`config.mk`:
```
export PLATFORM = sky130hd
export DESIGN_NAME = muldiv_unit
export DESIGN_NICKNAME = d
export VERILOG_FILES = /design/src/rtl/muldiv_pkg.sv /design/src/rtl/muldiv_step.sv /design/src/rtl/muldiv_unit.sv
export SDC_FILE = /design/constraint.sdc
export NUM_CORES = 1
export LEC_CHECK = 0
export ABC_AREA = 0
export CORE_UTILIZATION = 50
export CTS_BUF_LIST = sky130_fd_sc_hd__clkbuf_8
export DETAILED_ROUTE_END_ITERATION = 12
export PLACE_DENSITY_LB_ADDON = 0.25
export SLEW_MARGIN = 30
export SYNTH_ARGS = -nofsm -noshare
export SYNTH_HDL_FRONTEND = slang
export SYNTH_SLANG_ARGS = --single-unit
```
`constraint.sdc`:
```
create_clock -name clk_i -period 12.45 [get_ports clk_i]
set_clock_uncertainty 0.05 [all_clocks]
set_input_delay 2.49 -clock clk_i [delete_from_list [all_inputs] [get_ports clk_i]]
set_output_delay 2.49 -clock clk_i [all_outputs]
set_load 0.02 [all_outputs]
```
`src/rtl/muldiv_pkg.sv`:
```
// Shared definitions for the iterative MIPS multiply/divide unit:
// op encodings, FSM states and the default datapath width.
package muldiv_pkg;

   localparam int XLEN_DEF = 32;

   localparam logic [1:0] OP_MULT  = 2'b00;
   localparam logic [1:0] OP_MULTU = 2'b01;
   localparam logic [1:0] OP_DIV   = 2'b10;
   localparam logic [1:0] OP_DIVU  = 2'b11;

   typedef enum logic [1:0] {
      ST_IDLE = 2'd0,
      ST_MUL  = 2'd1,
      ST_DIV  = 2'd2,
      ST_DONE = 2'd3
   } state_e;

endpackage

```
`src/rtl/muldiv_step.sv`:
```
// One combinational iteration: radix-2 shift-add (mode=0) or restoring
// shift-subtract (mode=1) on a {hi,lo} double-width accumulator.
module muldiv_step
   import muldiv_pkg::*;
#(
   parameter int XLEN = XLEN_DEF
) (
   input  logic                mode,
   input  logic [2*XLEN-1:0]   acc,
   input  logic [XLEN-1:0]     opnd,
   output logic [2*XLEN-1:0]   acc_nxt,
   output logic                q_bit
);

   logic [XLEN:0] mul_sum;
   logic [XLEN:0] rem_sh;
   logic [XLEN:0] diff;

   always_comb begin
      mul_sum = {1'b0, acc[2*XLEN-1:XLEN]} + (acc[0] ? {1'b0, opnd} : '0);
      // Remainder shifted left, pulling in the next dividend bit from the low half.
      rem_sh  = acc[2*XLEN-1:XLEN-1];
      diff    = rem_sh - {1'b0, opnd};
      q_bit   = 1'b0;
      acc_nxt = {mul_sum, acc[XLEN-1:1]};
      if (mode) begin
         q_bit   = ~diff[XLEN];
         acc_nxt = {(q_bit ? diff[XLEN-1:0] : rem_sh[XLEN-1:0]), acc[XLEN-2:0], 1'b0};
      end
   end

endmodule

```
`src/rtl/muldiv_unit.sv`:
```
// MIPS MULT/MULTU/DIV/DIVU with HI/LO; XLEN iterations, done_o one cycle after the last.
// busy_o stalls the pipeline; MULDIV_FAST_MUL_EN makes multiplies single-cycle (IDLE->DONE).
module muldiv_unit
   import muldiv_pkg::*;
#(
   parameter int XLEN = XLEN_DEF
) (
   input  logic            clk_i,
   input  logic            rst_i,
   input  logic            start_i,
   input  logic [1:0]      op_i,
   input  logic [XLEN-1:0] a_i,
   input  logic [XLEN-1:0] b_i,
   input  logic            flush_i,
   input  logic            mthi_i,
   input  logic            mtlo_i,
   input  logic [XLEN-1:0] wdata_i,
   output logic            busy_o,
   output logic            done_o,
   output logic [XLEN-1:0] hi_o,
   output logic [XLEN-1:0] lo_o
);

   localparam int CNT_W = $clog2(XLEN) + 1;
   localparam logic [CNT_W-1:0] CNT_LAST = CNT_W'(XLEN - 1);

   state_e              state;
   logic [CNT_W-1:0]    cnt;
   logic [2*XLEN-1:0]   acc;
   logic [XLEN-1:0]     opnd;
   logic [XLEN-1:0]     a_raw;
   logic                neg_res;
   logic                neg_rem;
   logic                div_zero;
   logic [XLEN-1:0]     hi_r;
   logic [XLEN-1:0]     lo_r;
   logic                busy_r;
   logic                done_r;

   logic                a_neg;
   logic                b_neg;
   logic [XLEN-1:0]     abs_a;
   logic [XLEN-1:0]     abs_b;
   logic [2*XLEN-1:0]   acc_nxt;
   logic                q_bit;
   logic [2*XLEN-1:0]   acc_step;
   logic [2*XLEN-1:0]   prod;
   logic [XLEN-1:0]     quo;
   logic [XLEN-1:0]     rem;
   logic [XLEN-1:0]     res_hi;
   logic [XLEN-1:0]     res_lo;

   // Unsigned ops (op_i[0]=1) never take the negative path.
   always_comb begin
      a_neg = ~op_i[0] & a_i[XLEN-1];
      b_neg = ~op_i[0] & b_i[XLEN-1];
      abs_a = a_neg ? -a_i : a_i;
      abs_b = b_neg ? -b_i : b_i;
   end

   muldiv_step #(.XLEN(XLEN)) u_step (
      .mode    (state == ST_DIV),
      .acc     (acc),
      .opnd    (opnd),
      .acc_nxt (acc_nxt),
      .q_bit   (q_bit)
   );

   // MIN/-1 needs no special case: |MIN|/1 yields MIN with a zero remainder.
   always_comb begin
      acc_step = acc_nxt | {{(2*XLEN-1){1'b0}}, q_bit};
      prod     = neg_res ? -acc_step : acc_step;
      quo      = neg_res ? -acc_step[XLEN-1:0] : acc_step[XLEN-1:0];
      rem      = neg_rem ? -acc_step[2*XLEN-1:XLEN] : acc_step[2*XLEN-1:XLEN];
      res_hi   = prod[2*XLEN-1:XLEN];
      res_lo   = prod[XLEN-1:0];
      if (state == ST_DIV) begin
         if (div_zero) begin
            res_hi = a_raw;
            res_lo = '1;
         end else begin
            res_hi = rem;
            res_lo = quo;
         end
      end
   end

`ifdef MULDIV_FAST_MUL_EN
   logic [2*XLEN-1:0] fast_abs;
   logic [2*XLEN-1:0] fast_prod;

   always_comb begin
      fast_abs  = {{XLEN{1'b0}}, abs_a} * {{XLEN{1'b0}}, abs_b};
      fast_prod = (a_neg ^ b_neg) ? -fast_abs : fast_abs;
   end
`endif

   always_ff @(posedge clk_i) begin
      if (rst_i) begin
         state    <= ST_IDLE;
         cnt      <= '0;
         acc      <= '0;
         opnd     <= '0;
         a_raw    <= '0;
         neg_res  <= 1'b0;
         neg_rem  <= 1'b0;
         div_zero <= 1'b0;
         hi_r     <= '0;
         lo_r     <= '0;
         busy_r   <= 1'b0;
         done_r   <= 1'b0;
      end else begin
         done_r <= 1'b0;
         if (flush_i) begin
            state  <= ST_IDLE;
            busy_r <= 1'b0;
            cnt    <= '0;
         end else begin
            case (state)
               ST_IDLE, ST_DONE: begin
                  state  <= ST_IDLE;
                  busy_r <= 1'b0;
                  if (mthi_i) hi_r <= wdata_i;
                  if (mtlo_i) lo_r <= wdata_i;
                  if (start_i) begin
                     cnt      <= '0;
                     a_raw    <= a_i;
                     div_zero <= (b_i == '0);
                     neg_res  <= a_neg ^ b_neg;
                     neg_rem  <= a_neg;
                     if (op_i[1]) begin
                        acc    <= {{XLEN{1'b0}}, abs_a};
                        opnd   <= abs_b;
                        state  <= ST_DIV;
                        busy_r <= 1'b1;
                     end else begin
                        acc    <= {{XLEN{1'b0}}, abs_b};
                        opnd   <= abs_a;
`ifdef MULDIV_FAST_MUL_EN
                        state  <= ST_DONE;
                        done_r <= 1'b1;
                        hi_r   <= fast_prod[2*XLEN-1:XLEN];
                        lo_r   <= fast_prod[XLEN-1:0];
`else
                        state  <= ST_MUL;
                        busy_r <= 1'b1;
`endif
                     end
                  end
               end
               ST_MUL, ST_DIV: begin
                  acc <= acc_step;
                  cnt <= cnt + CNT_W'(1);
                  if (cnt == CNT_LAST) begin
                     state  <= ST_DONE;
                     busy_r <= 1'b0;
                     done_r <= 1'b1;
                     hi_r   <= res_hi;
                     lo_r   <= res_lo;
                  end
               end
               default: state <= ST_IDLE;
            endcase
         end
      end
   end

   assign busy_o = busy_r;
   assign done_o = done_r;
   assign hi_o   = hi_r;
   assign lo_o   = lo_r;

endmodule

```
==> results.yml, run 1 <==
run_status:
  status: "complete, no violations"
synthesis:
  synth_area_per_cell_um2: 7.14
  synth_top_family_by_area: "compound AO/OA/AOI/OAI gates"
  synth_area_um2: 17800
  synth.net_count: 2669
  synth-simple-area-share_pct: 24.3
  yosys.cell_types.count: 91
  synthMuxAreaShare_pct: 4.03
  ys_warn_count: 0
  ys_seq_elements: 205
  async_flop_share_pct: 0
  syn_inst: 2493
  synth-seq-area-share_pct: 23.1
  synthAdderAreaFrac_pct: 5.15
  synthFlopType: "dfxtp_1"
  synth-compound-area-share_pct: 29.1
  synthXorXnorAreaFrac_pct: 8.91
  synth-edff-count: 0
floorplanning:
  core_area_um2: 34800
  start_util_pct: 51.1
  num_rows: 68
  dieArea_um2: 36300
  fp.dieH_um: 191
  ios: 170
  die_w_um: 191
layout:
  drive_gt1_share_pct: 5.78
  antenna_cells: 0
  syn_to_final_growth_pct: 15.2
  nets: 2741
  fill_cells: 3356
  final_common_cell: "nand2_1"
  final_cell_mix: "320 x nand2_1, 254 x nor2_1, 248 x a21oi_1"
  finalInstanceArea_um2: 20500
worst_setup_path:
  worstSetupEndpoint: "hi_o[30]"
  end_kind: "flip-flop"
  crit_path_top_delay_cell: "or3_1"
  critPathLaunch: "acc[31]"
  crit_fanout: 30
  reg2reg_to: "hi_o[30]"
  rr_worst_depth: 25
  r2r_setup_slack_ns: 5.96
  worst_setup_path_start_kind: "flip-flop"
  cpPeakStageDelay_ns: 0.55
  path_class: "reg -> reg"
  worstPathRequired_ns: 12.86
  reg2reg_from: "acc[31]"
  critPathArrivalTime_ns: 6.89
global_route:
  grt_pass1_vias: 17930
  antenna_found_initial: 3
  grt_usage_pct: 39.8
  grt_start_max_net_pins: 80
  overflow: 0
  grt_pass1_wl_mm: 110
clock_tree:
  clk_pin_slew_worst_paths_ns: 0.07
  insertion_delay_ns: 0.62
  cts_sinks: 205
  cts_buffers: 41
  postCtsHoldBufs: 0
  post_cts_buffers: 0
  cts_buffer_depth: 3
  clockRootBuffer: "clkbuf_8"
  cts_tree: "done"
  cts_resized: 0
  cts.htree.levels: 2
drt:
  viasPerCell: 6.55
  ant_nets: 0
  routed.top_layer: "met5"
  vias: 19974
  wl_met1_mm: 30.0
  first_pass_iters: 5
  drc_errors: 0
  drtIter0Drc: 2586
  wl_mm: 73.7
  wl_per_cell_um: 24.2
  route.met3.wl_mm: 7.96
  wl_met2_mm: 31.2
sta:
  setup-tns-final_ns: 0
  worst_slew_margin_rel_pct: 31.4
  min_period_over_period_pct: 52.1
  fmax_ghz: 0.154
  timing.hold.ws_ns: 0.408
  period_minus_slack_ns: 6.49
  setup_viol: 0
  slew_viol_final: 0
  tightestPinTransition_ns: 1.02
  rsz0062_at_grt: "false"
  hold_violations: 0
power_and_ir_drop:
  p_per_area_nw_per_um2: 109
  vdd_drop_max_mv: 0.0999
  p_leak_nw: 8.00
placed_design:
  port_buffers: 169
  placed_cell_area_um2: 19600
  gp_congestion: 1.00
  hpwl_mm: 56.0
flow_run:
  maxCapViolations: 0
worst_hold_path:
  hp-class: "reg -> reg"
[cell usage after synthesis, types with 7 or more instances]
cell type | number | area share, %
nor3_1 | 81 | 2.3
o31ai_1 | 20 | 0.84
o21ai_0 | 127 | 3.6
mux2_2 | 8 | 0.51
a31oi_1 | 25 | 0.88
buf_2 | 13 | 0.37
a21oi_1 | 248 | 7.0
nor4_1 | 19 | 0.67
a22oi_1 | 37 | 1.6
and2_1 | 43 | 1.5
buf_1 | 20 | 0.42
nor2b_1 | 18 | 0.63
and4_1 | 7 | 0.34
nand3_1 | 38 | 1.1
a311oi_1 | 19 | 0.94
xor2_1 | 70 | 3.4
nor2_1 | 255 | 5.4
clkbuf_1 | 137 | 2.9
o21ai_1 | 31 | 0.87
a211o_1 | 8 | 0.39
o22ai_1 | 15 | 0.53
a211oi_1 | 48 | 2.0
xnor2_1 | 111 | 5.5
ha_1 | 70 | 4.9
or3_1 | 19 | 0.67
o221ai_1 | 8 | 0.39
and3_1 | 21 | 0.74
nand2_1 | 320 | 6.8
or2_2 | 10 | 0.35
a221oi_1 | 10 | 0.49
nand3b_1 | 7 | 0.30
a21o_1 | 28 | 1.2
mux2i_1 | 57 | 3.2
dfxtp_1 | 205 | 23
o41ai_1 | 10 | 0.49
o211a_1 | 15 | 0.84
nand2b_1 | 35 | 1.2
inv_1 | 77 | 1.6
o221a_2 | 8 | 0.51
o211ai_1 | 69 | 2.9
o21a_1 | 7 | 0.30
nand4_1 | 17 | 0.60
[cell families after synthesis]
group / after synthesis
mux: 69
buf+inv: 251
compound gates: 794
simple gates: 921
flops: 205
xor+xnor: 181
fa+ha+maj: 72
[worst min path at each step]
stage | cells past startpoint | to | from | slack (ns)
2_1_floorplan | 2 | a_raw[13] | a_raw[13] | 0.38
3_3_place_gp | 2 | a_raw[9] | a_raw[9] | 0.39
3_5_place_dp | 2 | hi_o[1] | hi_o[1] | 0.40
4_1_cts | 2 | hi_o[1] | hi_o[1] | 0.41
5_1_grt | 2 | a_raw[9] | a_raw[9] | 0.43
6_report | 2 | hi_o[1] | hi_o[1] | 0.41
[sequential cells by signal, indices dropped and copies added, names as in the netlist]
| signal | cells |
|---|---|
| a_raw | 32 |
| acc | 64 |
| neg_res | 1 |
| neg_rem | 1 |
| lo_o | 32 |
| cnt | 6 |
| hi_o | 32 |
| opnd | 32 |
| busy_o | 1 |
| div_zero | 1 |
| state | 2 |
| done_o | 1 |
[per-layer routing]
| metal | vias up | track usage (%) |
|---|---|---|
| met3 | 224 | 8.54 |
| li1 | 9168 | - |
| met1 | 9381 | 52.8 |
| met4 | 6 | 23.4 |
| met5 | - | 0 |
| met2 | 1195 | 59.0 |
[area by class of cell]
type | count | area (um^2) | share of cell area [%]
Clock buffer | 56 | 771 | 3.76
Sequential cell | 205 | 4110 | 20.0
Tap cell | 455 | 569 | 2.78
Multi-Input combinational cell | 2037 | 12800 | 62.2
Inverter | 80 | 300 | 1.46
Timing Repair Buffer | 200 | 1920 | 9.35
Clock inverter | 16 | 76.3 | 0.372
[report_power, final]
| part | switching [W] | leakage, nW | internal [W] |
|---|---|---|---|
| Clock | 0.000333 | 0.473 | 0.000400 |
| Sequential | 0.0000429 | 1.68 | 0.000700 |
| Combinational | 0.000488 | 5.85 | 0.000270 |
| Total | 0.000864 | 8.00 | 0.00137 |
[worst max-delay path: cells and delay by family, from the launching register on]
| kind | cells | cell delay (ns) |
|---|---|---|
| compound gates | 9 | 2.46 |
| simple gates | 8 | 2.23 |
| fa+ha+maj | 3 | 0.61 |
| buf+inv | 4 | 0.54 |
| flops | 1 | 0.32 |
| xor+xnor | 1 | 0.11 |
[per-stage QoR]
| stage | cells | util (%) | worst slack, ns | power, W |
|---|---|---|---|---|
| final | 3049 | 58.9 | 5.96 | 0.00223 |
| after global routing | 3049 | 58.9 | 5.50 | 0.00232 |
| after CTS | 3049 | 58.9 | 6.05 | 0.00221 |
| after detailed placement | 2977 | 56.5 | 6.07 | 0.00149 |
| after global placement | 2977 | 56.5 | 6.16 | 0.00148 |
| after floorplan | 2493 | - | 7.08 | 0.00121 |
No activity file was read; power rests on OpenSTA's default activity.
==> inputs of run 2 (changes only) <==
==> constraint.sdc (replaced) <==
create_clock -name clk_i -period 5.4 [get_ports clk_i]
set_clock_uncertainty 0.05 [all_clocks]
set_input_delay 1.08 -clock clk_i [delete_from_list [all_inputs] [get_ports clk_i]]
set_output_delay 1.08 -clock clk_i [all_outputs]
set_load 0.02 [all_outputs]
==> run 2 against run 1 <==
Count of clock-buffer cells in the layout fell by 4; core utilization increased by 4.1 points; register-to-register slack worse by 5.8 ns; critical path depth shrank 8; first-iteration DRC count grew 1.0%; sequential power is 130% higher; highest routed layer unchanged.
==> results.yml, run 2 (synthesis gave the netlist of run 1 again) <==
layout:
  final_cell_mix: "319 x nand2_1, 252 x nor2_1, 246 x a21oi_1"
  nets: 2914
  drive_gt1_share_pct: 12.0
  finalInstanceArea_um2: 21900
  regMostFlops: "acc"
  syn_to_final_growth_pct: 23.2
  fill_cells: 3237
  final_common_cell: "nand2_1"
  antenna_cells: 0
  largest_register_ffs: 64
  stdcell_count: 3222
drt:
  ant_nets: 0
  wl_per_cell_um: 24.3
  drc_errors: 0
  viasPerCell: 6.42
  drtIter0Drc: 2612
  first_pass_iters: 7
  vias: 20694
  wl_mm: 78.3
sta:
  tightestPinTransition_ns: 1.15
  hold_violations: 0
  fmax_ghz: 0.190
  min_period_over_period_pct: 97.4
  setup_viol: 0
  timing.hold.ws_ns: 0.402
  period_minus_slack_ns: 5.26
  slew_viol_final: 0
  setup-tns-final_ns: 0
  rsz0062_at_grt: "true"
  worst_slew_margin_rel_pct: 22.9
floorplanning:
  num_rows: 68
  dieArea_um2: 36300
  ios: 170
  core_area_um2: 34800
  die_w_um: 191
  fp.dieH_um: 191
  start_util_pct: 51.1
clock_tree:
  cts_tree: "done"
  clockRootBuffer: "clkbuf_8"
  cts.htree.levels: 2
  clk_pin_slew_worst_paths_ns: 0.06
  postCtsHoldBufs: 0
  cts_buffers: 41
  insertion_delay_ns: 0.62
  cts_sinks: 205
  cts_buffer_depth: 3
power_and_ir_drop:
  vdd_drop_max_mv: 0.260
  p_sw_w: 0.00205
  p_sw_share_pct: 38.6
  combPwrFrac_pct: 37.5
  intPower_w: 0.00326
  pwr-share-seq_pct: 32.1
  p_leak_nw: 8.87
  p_per_area_nw_per_um2: 242
  fin_total_pwr_w: 0.00531
  p_clk_share_pct: 30.4
placed_design:
  port_buffers: 169
  hpwl_mm: 60.8
  placed_cell_area_um2: 21000
  place_inst: 3145
  gp_congestion: 1.06
worst_setup_path:
  critPathLaunch: "acc[0]"
  crit_fanout: 10
  reg2reg_from: "acc[0]"
  r2r_setup_slack_ns: 0.14
  worst_setup_path_start_kind: "flip-flop"
  rr_worst_depth: 17
  critPathArrivalTime_ns: 5.71
  path_class: "reg -> reg"
  worstPathRequired_ns: 5.85
  reg2reg_to: "hi_o[31]"
  end_kind: "flip-flop"
  worstSetupEndpoint: "hi_o[31]"
flow_run:
  maxCapViolations: 0
global_route:
  overflow: 0
  antenna_found_initial: 3
  grt_start_max_net_pins: 78
  grt_pass1_wl_mm: 115
  grt_pass1_vias: 18613
  grt_usage_pct: 42.1
worst_hold_path:
  hp-class: "reg -> reg"
run_status:
  status: "complete, no violations"
run 2: worst max-delay path: stages (launching register included):
cell and delay [ns]:
dfxtp_2 0.38, buf_12 0.17, and2_1 0.16, ha_1 0.41, a21oi_1 0.40, nand2_1 0.15, o32ai_1 0.43, a211oi_1 0.13
buf_4 0.17, o41ai_1 0.50, o21ai_0 0.27, xnor2_1 0.19, a21oi_1 0.10, or4b_2 0.70, o31ai_1 0.29, xor2_1 0.11
a211o_1 0.32, a311oi_1 0.24
run 2: final cells by class:
class / count / area [um^2] / area share, %
Tap cell: 455 / 569 / 2.60
Sequential cell: 205 / 4110 / 18.7
Inverter: 80 / 300 / 1.37
Multi-Input combinational cell: 2037 / 12800 / 58.6
Clock inverter: 20 / 95.1 / 0.434
Timing Repair Buffer: 373 / 3290 / 15.0
Clock buffer: 52 / 716 / 3.27
run 2: per-stage QoR:
step	utilization [%]	worst slack, ns
5_1_grt	63.0	-0.0464
6_report	63.0	0.139
3_3_place_gp	60.2	0.163
2_1_floorplan	-	0.0293
4_1_cts	62.6	0.0591
3_5_place_dp	60.2	0.0733
run 2: what timing repair did:
action                                  CTS  global route
setup buffers                             0             4
endpoints found under the setup margin    0            17
gates resized for setup                   0            19
run 2: layer usage:
| metal | global-route usage, % | vias to the layer above | wire, um |
|---|---|---|---|
| li1 | - | 9505 | - |
| met1 | 57.7 | 9755 | 32900 |
| met2 | 60.1 | 1250 | 31700 |
| met3 | 13.5 | 182 | 10100 |
| met4 | 17.7 | 2 | 3610 |
| met5 | 0 | - | 12 |
run 2: power groups by stage:
stage                     logic, W  clock network, W  registers, W
after floorplan            0.00104                 0       0.00175
after global placement     0.00188                 0       0.00173
after detailed placement   0.00190                 0       0.00173
after CTS                  0.00191           0.00162       0.00170
after global routing       0.00210           0.00169       0.00171
final                      0.00199           0.00161       0.00171
run 2: worst min path at each step:
stage | startpoint | to | slack, ns | depth (start not counted)
after detailed placement | busy_o | busy_o | 0.40 | 2
after global placement | hi_o[1] | hi_o[1] | 0.40 | 2
final | busy_o | busy_o | 0.40 | 2
after global routing | opnd[22] | opnd[22] | 0.44 | 2
after CTS | busy_o | busy_o | 0.41 | 2
after floorplan | a_raw[13] | a_raw[13] | 0.38 | 2
